==> config.mk <==
export PLATFORM = sky130hd
export DESIGN_NAME = sound_noise_channel_gen
export DESIGN_NICKNAME = d
export VERILOG_FILES = /design/src/rtl/sound_pkg.sv /design/src/rtl/noise_lfsr.sv /design/src/rtl/sound_noise_channel_gen.sv
export SDC_FILE = /design/constraint.sdc
export NUM_CORES = 1
export LEC_CHECK = 0
export CAP_MARGIN = 20
export CORE_ASPECT_RATIO = 1.25
export CORE_MARGIN = 2
export CORE_UTILIZATION = 32
export DETAILED_ROUTE_END_ITERATION = 6
export PLACE_DENSITY_LB_ADDON = 0.15
export SYNTH_ARGS = -nofsm -noshare
export SYNTH_HDL_FRONTEND = slang
export SYNTH_SLANG_ARGS = --single-unit
==> constraint.sdc <==
create_clock -name iClock -period 4.4 [get_ports iClock]
set_input_delay 0.44 -clock iClock [delete_from_list [all_inputs] [get_ports iClock]]
set_output_delay 0.44 -clock iClock [all_outputs]
set_load 0.05 [all_outputs]
==> src/rtl/sound_pkg.sv <==
// Shared sound-controller constants and helpers used by the channel generators.
// Covers the mixer midpoint, divider base, LFSR seed and NRx3 field layout.
package sound_pkg;
    localparam int DIV_BASE_DEF   = 8;
    localparam int NRX3_SHIFT_LSB = 4;
    localparam int NRX3_WIDTH_BIT = 3;
    localparam int NRX3_RATIO_LSB = 0;
    localparam int SHIFT_MAX      = 13;

    function automatic int unsigned mid_level(input int unsigned w);
        return (32'd1 << (w - 1)) - 32'd1;
    endfunction

    function automatic logic [31:0] lfsr_seed(input int unsigned w);
        return (32'd1 << w) - 32'd1;
    endfunction

    // Shift counts above SHIFT_MAX overflow here; callers gate shifting off for them.
    function automatic logic [31:0] div_period(input logic [2:0] r, input logic [3:0] s,
                                               input int unsigned base);
        logic [31:0] t;
        t = (r == 3'd0) ? base : ((base * 32'(r)) << 1);
        return t << s;
    endfunction
endpackage

==> src/rtl/noise_lfsr.sv <==
// Noise LFSR with long/short feedback; shared with the wave-noise channel variant.
module noise_lfsr import sound_pkg::*; #(
    parameter int LFSR_WIDTH = 15,
    parameter int SHORT_TAP  = 7
) (
    input  logic iClock,
    input  logic iReset,
    input  logic iLoad,
    input  logic iShift,
    input  logic iShort,
    output logic oTone
);
    logic [LFSR_WIDTH-1:0] lfsr_q, lfsr_d;
    logic                  fb;

    always_comb begin
        lfsr_d = lfsr_q;
        fb     = lfsr_q[0] ^ lfsr_q[1];
        if (iLoad) begin
            lfsr_d = LFSR_WIDTH'(lfsr_seed(LFSR_WIDTH));
        end else if (iShift) begin
            lfsr_d = {fb, lfsr_q[LFSR_WIDTH-1:1]};
            if (iShort) lfsr_d[SHORT_TAP-1] = fb;
        end
    end

    always_ff @(posedge iClock) begin
        if (iReset) lfsr_q <= LFSR_WIDTH'(lfsr_seed(LFSR_WIDTH));
        else        lfsr_q <= lfsr_d;
    end

    assign oTone = ~lfsr_q[0];
endmodule

==> src/rtl/sound_noise_channel_gen.sv <==
// Channel 4 noise generator: divider-clocked LFSR, volume envelope, length timer
// and registered offset-binary output.
module sound_noise_channel_gen import sound_pkg::*; #(
    parameter int LFSR_WIDTH = 15,
    parameter int SHORT_TAP  = 7,
    parameter int OUT_WIDTH  = 5,
    parameter int DIV_BASE   = DIV_BASE_DEF
) (
    input  logic                 iClock,
    input  logic                 iReset,
    input  logic                 iTick64,
    input  logic                 iTick256,
    input  logic                 iTrigger,
    input  logic [7:0]           iNR41,
    input  logic [7:0]           iNR42,
    input  logic [7:0]           iNR43,
    input  logic [7:0]           iNR44,
    output logic [OUT_WIDTH-1:0] oOut,
    output logic                 oEnable
);
    localparam int DIV_W = $clog2(2 * DIV_BASE * 7 * (1 << SHIFT_MAX) + 1);
    localparam logic [OUT_WIDTH:0] MID = (OUT_WIDTH+1)'(mid_level(OUT_WIDTH));

    logic             enable_q, enable_d;
    logic [3:0]       vol_q, vol_d;
    logic             env_dir_q, env_dir_d;
    logic [2:0]       env_per_q, env_per_d, env_cnt_q, env_cnt_d;
    logic             len_en_q, len_en_d;
    logic [6:0]       len_cnt_q, len_cnt_d;
    logic [2:0]       ratio_q, ratio_d;
    logic [3:0]       shift_q, shift_d;
    logic             short_q, short_d;
    logic [DIV_W-1:0] div_cnt_q, div_cnt_d;
    logic [OUT_WIDTH-1:0] out_q, out_d;
    logic [OUT_WIDTH:0]   out_wide, vol_ext;
    logic             shift_en, tone, dac_on;
    logic             unused_bits;

    assign dac_on      = |iNR42[7:3];
    assign unused_bits = ^{iNR41[7:6], iNR44[7], iNR44[5:0]};

    always_comb begin
        enable_d  = enable_q;
        vol_d     = vol_q;
        env_dir_d = env_dir_q;
        env_per_d = env_per_q;
        env_cnt_d = env_cnt_q;
        len_en_d  = len_en_q;
        len_cnt_d = len_cnt_q;
        ratio_d   = ratio_q;
        shift_d   = shift_q;
        short_d   = short_q;
        div_cnt_d = div_cnt_q;
        shift_en  = 1'b0;
        if (iTrigger) begin
            enable_d  = 1'b1;
            vol_d     = iNR42[7:4];
            env_dir_d = iNR42[3];
            env_per_d = iNR42[2:0];
            env_cnt_d = iNR42[2:0];
            len_en_d  = iNR44[6];
            len_cnt_d = 7'd64 - 7'(iNR41[5:0]);
            ratio_d   = iNR43[NRX3_RATIO_LSB +: 3];
            shift_d   = iNR43[NRX3_SHIFT_LSB +: 4];
            short_d   = iNR43[NRX3_WIDTH_BIT];
            div_cnt_d = DIV_W'(div_period(iNR43[NRX3_RATIO_LSB +: 3],
                                          iNR43[NRX3_SHIFT_LSB +: 4], DIV_BASE));
        end else if (enable_q) begin
            if (div_cnt_q <= DIV_W'(1)) begin
                div_cnt_d = DIV_W'(div_period(ratio_q, shift_q, DIV_BASE));
                shift_en  = (shift_q <= 4'(SHIFT_MAX));
            end else begin
                div_cnt_d = div_cnt_q - DIV_W'(1);
            end
            // Envelope period counts down to 1, then reloads and steps with saturation.
            if (iTick64 && env_per_q != 3'd0) begin
                if (env_cnt_q <= 3'd1) begin
                    env_cnt_d = env_per_q;
                    if (env_dir_q && vol_q != 4'd15)       vol_d = vol_q + 4'd1;
                    else if (!env_dir_q && vol_q != 4'd0) vol_d = vol_q - 4'd1;
                end else begin
                    env_cnt_d = env_cnt_q - 3'd1;
                end
            end
            if (iTick256 && len_en_q) begin
                if (len_cnt_q != 7'd0)  len_cnt_d = len_cnt_q - 7'd1;
                if (len_cnt_q <= 7'd1)  enable_d  = 1'b0;
            end
        end
        if (!dac_on) enable_d = 1'b0;
    end

    always_comb begin
        vol_ext  = (OUT_WIDTH+1)'(vol_q);
        out_wide = MID;
        if (enable_q) out_wide = tone ? (MID + vol_ext) : (MID - vol_ext);
        out_d = out_wide[OUT_WIDTH-1:0];
    end

    always_ff @(posedge iClock) begin
        if (iReset) begin
            enable_q  <= 1'b0;
            vol_q     <= '0;
            env_dir_q <= 1'b0;
            env_per_q <= '0;
            env_cnt_q <= '0;
            len_en_q  <= 1'b0;
            len_cnt_q <= '0;
            ratio_q   <= '0;
            shift_q   <= '0;
            short_q   <= 1'b0;
            div_cnt_q <= '0;
            out_q     <= MID[OUT_WIDTH-1:0];
        end else begin
            enable_q  <= enable_d;
            vol_q     <= vol_d;
            env_dir_q <= env_dir_d;
            env_per_q <= env_per_d;
            env_cnt_q <= env_cnt_d;
            len_en_q  <= len_en_d;
            len_cnt_q <= len_cnt_d;
            ratio_q   <= ratio_d;
            shift_q   <= shift_d;
            short_q   <= short_d;
            div_cnt_q <= div_cnt_d;
            out_q     <= out_d;
        end
    end

    noise_lfsr #(.LFSR_WIDTH(LFSR_WIDTH), .SHORT_TAP(SHORT_TAP)) u_lfsr (
        .iClock (iClock),
        .iReset (iReset),
        .iLoad  (iTrigger),
        .iShift (shift_en),
        .iShort (short_q),
        .oTone  (tone)
    );

    assign oOut    = out_q;
    assign oEnable = enable_q;
endmodule

==> results by group <==
Run status
  – Status: complete, no violations

Worst setup path
  – Worst Setup Start Kind: flip-flop
  – Crit Path Max Fanout: 18
  – Reg2reg end: div_cnt_q[14]$_SDFFE_PP0P_
  – Required time worst endpoint: ~4.7 ns
  – Worst EP arrival: 3.13 ns
  – Worst setup EP type: flip-flop
  – Worst r2r src: div_cnt_q[14]$_SDFFE_PP0P_
  – Internal reg-to-reg setup slack: between 1.5 and 2 ns
  – Setup CP Type: flip-flop to flip-flop
  – Reg2Reg Depth: 5

Placement
  – IO buf count: 33
  – Placed cells: approximately 700
  – Dpl cell area: between 4000 and 5000 um2
  – GPL Wtd Cong: roughly 0.85
  – DPL Wire Length: ~8.5 mm

GRT
  – Largest net degree at the start of global routing: 41
  – Grt ovf: 0
  – Initial antenna violation count: 0
  – First-pass GRT wire length: ~20 mm
  – Number of global-route vias before repair: 3788
  – Global-route usage over all layers: ~17%

CTS
  – CTS Buf Count: 9
  – Postcts setup bufs: 0
  – Post_cts resized: 0
  – Hold_buf cts: 0
  – CTS clock-pin slew for the worst setup and hold paths: about 0.060 ns
  – Worst-Skew Late Latency: about 0.34 ns
  – Clock Tree Buf Depth: 2
  – CTS sink cnt: 68
  – H-tree level count: 3
  – CTS tree: yes
  – Clock root buffer: clkbuf_16

Synthesis
  – Yosys warns: 0
  – Multiplexer area fraction after synthesis: under 10%
  – Synth Area in Adders: 3.77%
  – Post-synth EDFFs: 0
  – Simple-Gate Fraction of Synth Area: between 20% and 30%
  – Mapped Nets: between 500 and 600
  – Post-Syn Area: around 4200 um2
  – Yosys reg bits: slightly below 70
  – Seq/Total Area, Yosys: around a third
  – Synth Flop Type: dfxtp_1
  – Post-Synth XOR/XNOR Area: under 10%
  – Syn_area_per_cell: about 8 um2
  – Largest family of logic cells by synthesized area: simple AND/OR/NAND/NOR gates
  – Compound-Gate Fraction of Synth Area: about 22%
  – Async set or reset register ratio after synthesis: 0%
  – Gate Count Post-Synth: ~520
  – Netlist cell types: 66

Power and ir drop
  – Static leakage: roughly 1.9 nW
  – PD cells: between 400 and 500 nW/um2
  – Maximum VDD drop: 0.203 mV

Cells and area
  – Antenna cells: 0
  – Cell area after layout: just under 5000 um2
  – Final net count: a little under 600
  – Layout cell share with drive strength beyond 1: under 10%
  – Layout area overhead: 17.8%
  – FILL cells: 1290
  – Most frequent cells in the layout: dfxtp_1 (68), nand2_1 (66), nor2_1 (43), clkdlybuf4s50_1 (32), a21oi_1 (25)
  – Final Core Density: between 30% and 40%
  – Most common cell after layout, fill and taps aside: dfxtp_1
  – Finished Layout Cells: 714

Drt
  – WL/cell: 16.4 um
  – Uppermost layer routed: met4
  – Met2 routed WL: 5.68 mm
  – Post-route ant nets: 0
  – Routed wl met3: roughly 520 um
  – Initial DRC count: approximately 250
  – Vias/cell: between 5 and 6
  – Via count: about 4000
  – Pre-antenna DRT Iters: 5
  – DRC: 0
  – Met1 wire length: about 5.3 mm
  – Post-Route WL: approximately 12 mm

Min path
  – Hold Startpoint: vol_q[0]$_SDFFE_PP0P_
  – End of the worst hold path: oOut[0]$_SDFF_PP1_
  – Hold depth: 1
  – Hold Crit Class: flip-flop to flip-flop

Die
  – Chip height: approximately 130 um
  – Initial Utilization: 32.9%
  – Core area: 12700 um2
  – IO Pins: 43
  – Rows: 46
  – Die area: approximately 14000 um2
  – Die Wd: between 100 and 150 um

Timing
  – Final max-slew violation count: 0
  – Final min period: 2.85 ns
  – Setup TNS: 0 ns
  – Final hold violation count: 0
  – Worst Skew: approximately 0.0070 ns
  – Worst-Margin Slew: 0.903 ns
  – Setup Viol. Count Final: 0
  – Final cycle utilization of the critical path: between 60 and 70%
  – Relative slew slack: roughly two fifths
  – Max frequency: ~350 MHz
  – RSZ-0062 raised after global routing: no

Flow run
  – Max-capacitance violation count: 0
[layout make-up]
| class | count | area [um2] | share of cell area, % |
|---|---|---|---|
| Timing Repair Buffer | 37 | 355 | 7.21 |
| Sequential cell | 68 | 1360 | 27.6 |
| Multi-Input combinational cell | 406 | 2630 | 53.3 |
| Clock inverter | 4 | 47.5 | 0.964 |
| Clock buffer | 12 | 256 | 5.20 |
| Inverter | 19 | 71.3 | 1.45 |
| Tap cell | 168 | 210 | 4.26 |
[cell usage after synthesis (all sizes together), types with 3 or more instances]
cell type,n,area [um2]
nand3b,7,52.6
nor3,20,100
nor3b,3,22.5
nand2b,6,37.5
o32ai,5,43.8
xor2,11,96.3
mux2,5,56.3
o211ai,8,60.1
nor2,44,173
a2111oi,5,50.0
o21ai,21,105
o22ai,6,37.5
o31ai,5,37.5
inv,17,63.8
a21oi,25,125
or4,9,75.1
mux2i,23,230
xnor2,14,123
nor4,5,43.8
buf,6,32.5
a31oi,7,43.8
nand4,3,18.8
o2bb2ai,3,26.3
or2,3,18.8
nand3,24,120
or3,5,31.3
a211oi,6,45.0
and2,3,18.8
a32oi,4,35.0
o311ai,3,26.3
a22oi,8,60.1
nand2,66,248
nor2b,7,43.8
clkbuf,25,93.8
dfxtp,68,1360
ha,11,138
[power by group]
group | leakage [nW] | switching (W) | total, W | internal (W)
clock | 0.149 | 0.000279 | 0.000747 | 0.000468
sequential | 0.557 | 0.0000654 | 0.000731 | 0.000665
combinational | 1.20 | 0.000385 | 0.000655 | 0.000271
[cell families (layout without fill, tap and decap cells)]
kind of cell,Yosys count,count (layout)
compound gates,131,131
xor+xnor,25,25
fa+ha+maj,12,12
buf+inv,50,72
flops,68,68
mux,28,28
simple gates,210,210
[how the worst max path moves through the flow]
stage	to	startpoint	slack, ns	depth (start not counted)
floorplan	vol_q[3]$_SDFFE_PP0P_	vol_q[1]$_SDFFE_PP0P_	2.07	9
global placement	div_cnt_q[14]$_SDFFE_PP0P_	iReset	1.50	5
detailed placement	div_cnt_q[14]$_SDFFE_PP0P_	iReset	1.46	5
CTS	div_cnt_q[14]$_SDFFE_PP0P_	div_cnt_q[14]$_SDFFE_PP0P_	1.55	5
global route	div_cnt_q[14]$_SDFFE_PP0P_	div_cnt_q[14]$_SDFFE_PP0P_	1.33	5
finish	div_cnt_q[14]$_SDFFE_PP0P_	div_cnt_q[14]$_SDFFE_PP0P_	1.55	5
[flip-flops by register name, summed over array words and instances (netlist names)]
register       flops
vol_q              4
oEnable            1
len_en_q           1
u_lfsr.lfsr_q     15
env_dir_q          1
oOut               5
ratio_q            3
env_per_q          3
shift_q            4
env_cnt_q          3
short_q            1
len_cnt_q          7
div_cnt_q         20
[worst max-delay path, cell delays in order, from the launching register on]
cell,delay (ns)
dfxtp_1,0.35
or4_1,0.66
nor4_2,0.42
nand2_1,0.56
nor4b_1,0.63
a211o_1,0.16
[metal layers]
layer / global-route usage [%] / vias to the layer above
li1: - / 1952
met3: 3.51 / 20
met1: 23.3 / 1899
met5: 0 / -
met4: 6.73 / 0
met2: 27.7 / 93
[stage by stage]
step,setup slack (ns),total power [W],hold WS (ns)
after detailed placement,1.46,0.00139,0.452
after global placement,1.50,0.00139,0.451
after global routing,1.33,0.00227,0.489
after CTS,1.55,0.00215,0.465
final,1.55,0.00213,0.454
after floorplan,2.07,0.00123,0.423
Power figures use the tool's default switching activity.
